--- config.mk ---
export PLATFORM = sky130hd
export DESIGN_NAME = digit_scan_ctrl
export DESIGN_NICKNAME = d
export VERILOG_FILES = /design/src/rtl/digit_scan_ctrl.sv
export SDC_FILE = /design/constraint.sdc
export NUM_CORES = 1
export LEC_CHECK = 0
export CORE_MARGIN = 3
export CORE_UTILIZATION = 45
export CTS_BUF_LIST = sky130_fd_sc_hd__clkbuf_8
export CTS_CLUSTER_SIZE = 12
export DETAILED_ROUTE_END_ITERATION = 8
export PLACE_DENSITY_LB_ADDON = 0.08
export SLEW_MARGIN = 15
export SYNTH_ARGS = -nofsm -noshare
export SYNTH_HDL_FRONTEND = slang
export SYNTH_SLANG_ARGS = --single-unit
--- constraint.sdc ---
create_clock -name clk -period 3.3 [get_ports clk]
set_input_delay 0.33 -clock clk [delete_from_list [all_inputs] [get_ports clk]]
set_output_delay 0.33 -clock clk [all_outputs]
set_load 0.03 [all_outputs]
--- src/rtl/digit_scan_ctrl.sv ---
`default_nettype none
// ============================================================================
// Module      : digit_scan_ctrl
// Description : Time-multiplexed scan controller for a multi-digit 7-segment
//               display. Steps one shared seven_seg decoder across the digit
//               positions, with anti-ghost blanking at the start of each slot,
//               optional leading-zero suppression and tear-free digit updates.
// Revision    : 1.0 - initial release
// ============================================================================
module digit_scan_ctrl #(
    parameter int CLOCK_FREQ   = 10_000,
    parameter int SCAN_HZ      = 1_000,
    parameter int NUM_DIGITS   = 4,
    parameter int BLANK_CYCLES = 2,
    parameter int LZ_BLANK     = 1
) (
    input  logic                    clk,
    input  logic                    rst,
    input  logic                    enable,
    input  logic                    load,
    input  logic [4*NUM_DIGITS-1:0] digits_in,
    output logic [3:0]              dec_digit,
    output logic [NUM_DIGITS-1:0]   dig_en,
    output logic                    frame_done
);

    // Cycles per digit slot; BLANK_CYCLES of them are dark, the rest lit.
    localparam int c_slot = CLOCK_FREQ / SCAN_HZ;
    localparam int c_cw   = (c_slot > 1) ? $clog2(c_slot) : 1;
    localparam int c_iw   = $clog2(NUM_DIGITS);

    localparam logic [c_cw-1:0] c_blank_last = c_cw'(BLANK_CYCLES - 1);
    localparam logic [c_cw-1:0] c_slot_last  = c_cw'(c_slot - 1);
    localparam logic [c_iw-1:0] c_idx_last   = c_iw'(NUM_DIGITS - 1);

    typedef enum logic [1:0] {
        ST_IDLE  = 2'd0,
        ST_BLANK = 2'd1,
        ST_SHOW  = 2'd2
    } state_t;

    state_t                  r_state;
    logic [c_iw-1:0]         r_idx;
    logic [c_cw-1:0]         r_cnt;
    logic [4*NUM_DIGITS-1:0] r_shadow;
    logic [4*NUM_DIGITS-1:0] r_active;

    logic [3:0]              w_act_nib [NUM_DIGITS];
    logic [NUM_DIGITS-1:0]   w_supp;
    logic [c_cw-1:0]         w_cnt_inc;
    logic [c_iw-1:0]         w_idx_inc;
    logic [NUM_DIGITS-1:0]   w_onehot;
    logic                    w_idx_last;

    // Per-digit nibble view of the frame-stable copy and its zero-suppression flag.
    // Digit 0 is always shown so an all-zero value still displays a single 0.
    generate
        for (genvar k = 0; k < NUM_DIGITS; k++) begin : g_digit
            assign w_act_nib[k] = r_active[4*k +: 4];
            if (k == 0) begin : g_lsd
                assign w_supp[k] = 1'b0;
            end else begin : g_upper
                assign w_supp[k] = (LZ_BLANK != 0) &&
                                   (r_active[4*NUM_DIGITS-1:4*k] == '0);
            end
        end
    endgenerate

    assign w_cnt_inc  = r_cnt + 1'b1;
    assign w_idx_inc  = r_idx + 1'b1;
    assign w_onehot   = {{(NUM_DIGITS-1){1'b0}}, 1'b1} << r_idx;
    assign w_idx_last = (r_idx == c_idx_last);

    // Scan FSM: every output is registered and set on the edge entering the
    // cycle it describes; r_cnt runs 0..SLOT-1 across BLANK and SHOW of a slot.
    always_ff @(posedge clk) begin
        if (rst) begin
            r_state    <= ST_IDLE;
            r_idx      <= '0;
            r_cnt      <= '0;
            r_shadow   <= '0;
            r_active   <= '0;
            dec_digit  <= 4'd0;
            dig_en     <= '0;
            frame_done <= 1'b0;
        end else begin
            // Shadow capture is independent of scan state; a load on a
            // frame-start edge is only seen by the next frame.
            if (load) begin
                r_shadow <= digits_in;
            end
            frame_done <= 1'b0;

            case (r_state)
                ST_IDLE: begin
                    dig_en <= '0;
                    r_idx  <= '0;
                    r_cnt  <= '0;
                    if (enable) begin
                        r_state   <= ST_BLANK;
                        r_active  <= r_shadow;
                        dec_digit <= r_shadow[3:0];
                    end
                end

                ST_BLANK: begin
                    dig_en <= '0;
                    if (!enable) begin
                        r_state <= ST_IDLE;
                        r_idx   <= '0;
                        r_cnt   <= '0;
                    end else begin
                        r_cnt <= w_cnt_inc;
                        if (r_cnt == c_blank_last) begin
                            r_state    <= ST_SHOW;
                            dig_en     <= w_supp[r_idx] ? '0 : w_onehot;
                            frame_done <= (w_cnt_inc == c_slot_last) && w_idx_last;
                        end
                    end
                end

                ST_SHOW: begin
                    if (!enable) begin
                        r_state <= ST_IDLE;
                        r_idx   <= '0;
                        r_cnt   <= '0;
                        dig_en  <= '0;
                    end else if (r_cnt == c_slot_last) begin
                        // Slot over: go dark and present the next digit to the
                        // decoder so it settles during the blank window.
                        r_state <= ST_BLANK;
                        r_cnt   <= '0;
                        dig_en  <= '0;
                        if (w_idx_last) begin
                            r_idx     <= '0;
                            r_active  <= r_shadow;
                            dec_digit <= r_shadow[3:0];
                        end else begin
                            r_idx     <= w_idx_inc;
                            dec_digit <= w_act_nib[w_idx_inc];
                        end
                    end else begin
                        r_cnt      <= w_cnt_inc;
                        frame_done <= (w_cnt_inc == c_slot_last) && w_idx_last;
                    end
                end

                default: begin
                    r_state <= ST_IDLE;
                    r_idx   <= '0;
                    r_cnt   <= '0;
                    dig_en  <= '0;
                end
            endcase
        end
    end

endmodule
`default_nettype wire

==> flow_summary.toml <==
[run_status]
status = "complete, no violations"

[cts]
cts_resized = 0
cts_made_buffers = 5
postCtsSetupBuffers = 0
clkSinkCount = 49
cts-root-buf = "clkbuf_8"
h-tree-depth = 2
tritoncts = "built"
clkTransAtPathRegs_ns = 0.09
clock_latency_ns = 0.29
ctsHoldBuffers = 0
clk_path_buf_depth = 2

[sta]
rsz0062_at_grt = "no"
finalWorstSetupSlack_ns = 1.12
setup_viol = 0
worst_clock_skew_ns = 0.00877
min_period_ns = 2.18
max_freq_mhz = 459
tightest_slew_ns = 0.917
final-hold-violation-count = 0
relSlewSlack_pct = 38.7
finalCritPeriodShare_pct = 66.0
holdWs_ns = 0.463
finalMaxSlewViolations = 0
tns_ns = 0

[final_layout]
final_nets = 281
area_growth_syn_to_layout_pct = 18.4
num_antenna_cells = 0
utilization_pct = 57.6
fin_cells = 316
finish.instance_area_mm2 = 0.00263
drive_above_1_share_pct = 7.17

[routing]
drcViolationCount = 0
vias = 1607
drtIter0Drc = 103
wirelength_um = 4170
avgViaCountPerCell = 5.09
ant_nets = 0
post_drt_wl_per_cell_um = 13.2
drtPass1Iterations = 4

[pwr]
pwr-share-clk_pct = 30.4
power.switching_mw = 0.319
p_int_mw = 0.886
powerDensity_mw_per_mm2 = 459
total_power_mw = 1.21
swShare_pct = 26.5
pwr-share-seq_pct = 53.4
pwr-share-comb_pct = 16.3
peakVddDrop_mv = 0.296
cellLeakagePower_nw = 1.04

[yosys]
seq_area_frac_synth_pct = 44.2
async_reset_ff_share_pct = 0
synth_top_area_share_pct = 44.2
ys_ff_latch = 49
avgSynthCellArea_um2 = 9.90
yosys_most_used_dff = "dfxtp_1"
synth_edf_count = 0
netlist_area_mm2 = 0.00222
yosys-top-cells-area = "dfxtp_1 44%, mux2i_1 15%, nor2_1 7.1%"
synth_cells = 224
yosysUniqueCellTypes = 35
synth_area_leader_cell = "dfxtp_1"
yosysWarnings = 0
syn_nets = 255

[worst_setup_path]
arrival_ns = 2.35
critical_path_class = "register to register"
cp_cell_sequence = "inv_1 -> ha_1 -> nand2b_1 -> o22ai_4 -> mux2i_1 -> nor2_1"
critPathSlowestCell = "o22ai_4"
path_buf_inv = 1
start_kind = "register"
end_kind = "register"
crit_family = "compound AO/OA/AOI/OAI gates"
r2r_slack_ns = 1.12
crit_fanout = 16
crit_path_max_incr_delay_ns = 0.58
worstPathRequired_ns = 3.48

[die]
core_mm2 = 0.00456
rows = 24
die_y_um = 76.2
die-area_mm2 = 0.00581
die_w_um = 76.2
start_util_pct = 48.6
io_pins = 29

[global_routing]
grt_overflow = 0
grt_pass1_wl_um = 7060
antenna_found_initial = 0
grt_max_degree = 39
grt_pass1_vias = 1486
track_usage_pct = 14.8

[placement]
hpwlAfterDp_um = 3040
dp_slack_ns = 1.14
dp_cells = 308
gp_congestion = 0.834
port_buffers = 28
placed_area_mm2 = 0.00253

[hold_path]
hold_class = "register to register"

[flow_run]
cap_violations = 0
cell usage after synthesis, types with 2 or more instances:
cell type,number
nand3_1,5
nand3b_1,2
dfxtp_1,49
a21oi_1,5
ha_1,11
inv_1,14
o41ai_1,3
a311oi_1,4
nand2_1,16
xnor2_1,2
o32ai_1,2
nor2_1,42
buf_2,3
nor4_1,4
mux4_2,4
mux2i_1,34
nand2b_1,3
clkbuf_1,4
layer usage:
metal	wire length [um]	global-route usage (%)	up-vias
li1	-	-	827
met1	2180	20.6	738
met2	1760	21.8	38
met3	184	3.90	4
met4	47	5.43	0
met5	0	0	-
power by group through the flow:
| stage | registers (mW) | logic [mW] | clock network, mW |
|---|---|---|---|
| 2_1_floorplan | 0.666 | 0.128 | 0 |
| 5_1_grt | 0.648 | 0.213 | 0.405 |
| 4_1_cts | 0.644 | 0.197 | 0.381 |
| 3_5_place_dp | 0.657 | 0.196 | 0 |
| 3_3_place_gp | 0.657 | 0.197 | 0 |
| 6_report | 0.643 | 0.196 | 0.366 |
kinds of logic after synthesis:
logic type               after synthesis  synth area share (%)
AO/OA/AOI/OAI                         20                  7.50
XOR/XNOR                               2                 0.790
adder cells (fa/ha/maj)               11                  6.20
buffers and inverters                 24                  4.91
AND/OR/NAND/NOR                       79                  16.5
flip-flops                            49                  44.2
multiplexers                          39                  19.9
registers in the layout, indices dropped and copies added (netlist names):
name / flops
r_active: 16
r_shadow: 16
r_cnt: 4
dig_en: 4
dec_digit: 4
frame_done: 1
r_idx: 2
r_state: 2
worst min-delay path: cells and delay by family (launching register included):
family	cells	cell delay, ns
and+or+nand+nor	1	0.05
AOI/OAI and AO/OA	1	0.05
DFF	1	0.34
path summary, 6_finish.rpt:
kind	startpoint	end	cells after the start
hold reg to reg	dig_en[3]$_SDFFE_PP0N_	dig_en[3]$_SDFFE_PP0N_	2
setup reg to reg	r_state[0]$_SDFFE_PP0P_	r_active[0]$_SDFFE_PP0P_	6
hold / removal	dig_en[3]$_SDFFE_PP0N_	dig_en[3]$_SDFFE_PP0N_	2
setup / recovery	r_state[0]$_SDFFE_PP0P_	r_active[0]$_SDFFE_PP0P_	6
placed cells by master (no fill, tap or decap):
master / instances
nand2b_1: 3
or4_1: 1
mux4_2: 4
clkinv_4: 1
nor2_1: 42
nor2b_1: 1
a21oi_1: 5
nand2_1: 16
nand3b_1: 2
mux2i_1: 34
buf_4: 1
dfxtp_1: 49
or3_1: 1
o32ai_1: 2
o31a_1: 1
or2_2: 1
a22oi_2: 1
clkdlybuf4s50_1: 28
a221oi_1: 1
a211oi_1: 1
nand4_1: 1
nand3_1: 5
clkinv_2: 1
xnor2_1: 2
inv_1: 14
clkbuf_8: 6
mux2_2: 1
nor3b_1: 1
o21ai_0: 1
o41ai_1: 3
nand4b_4: 1
o22ai_4: 1
nor4_1: 4
a311oi_1: 4
ha_1: 11
final cells by class:
| class | count | area (um2) |
|---|---|---|
| fillers | 425 | 1940 |
| well taps | 65 | 81.3 |
| clock inverters | 2 | 13.8 |
| inverters | 14 | 52.6 |
| repair buffers | 29 | 288 |
| flip-flops and latches | 49 | 981 |
| clock buffers | 6 | 82.6 |
| multi-input cells | 151 | 1130 |
Power figures use the tool's default switching activity.
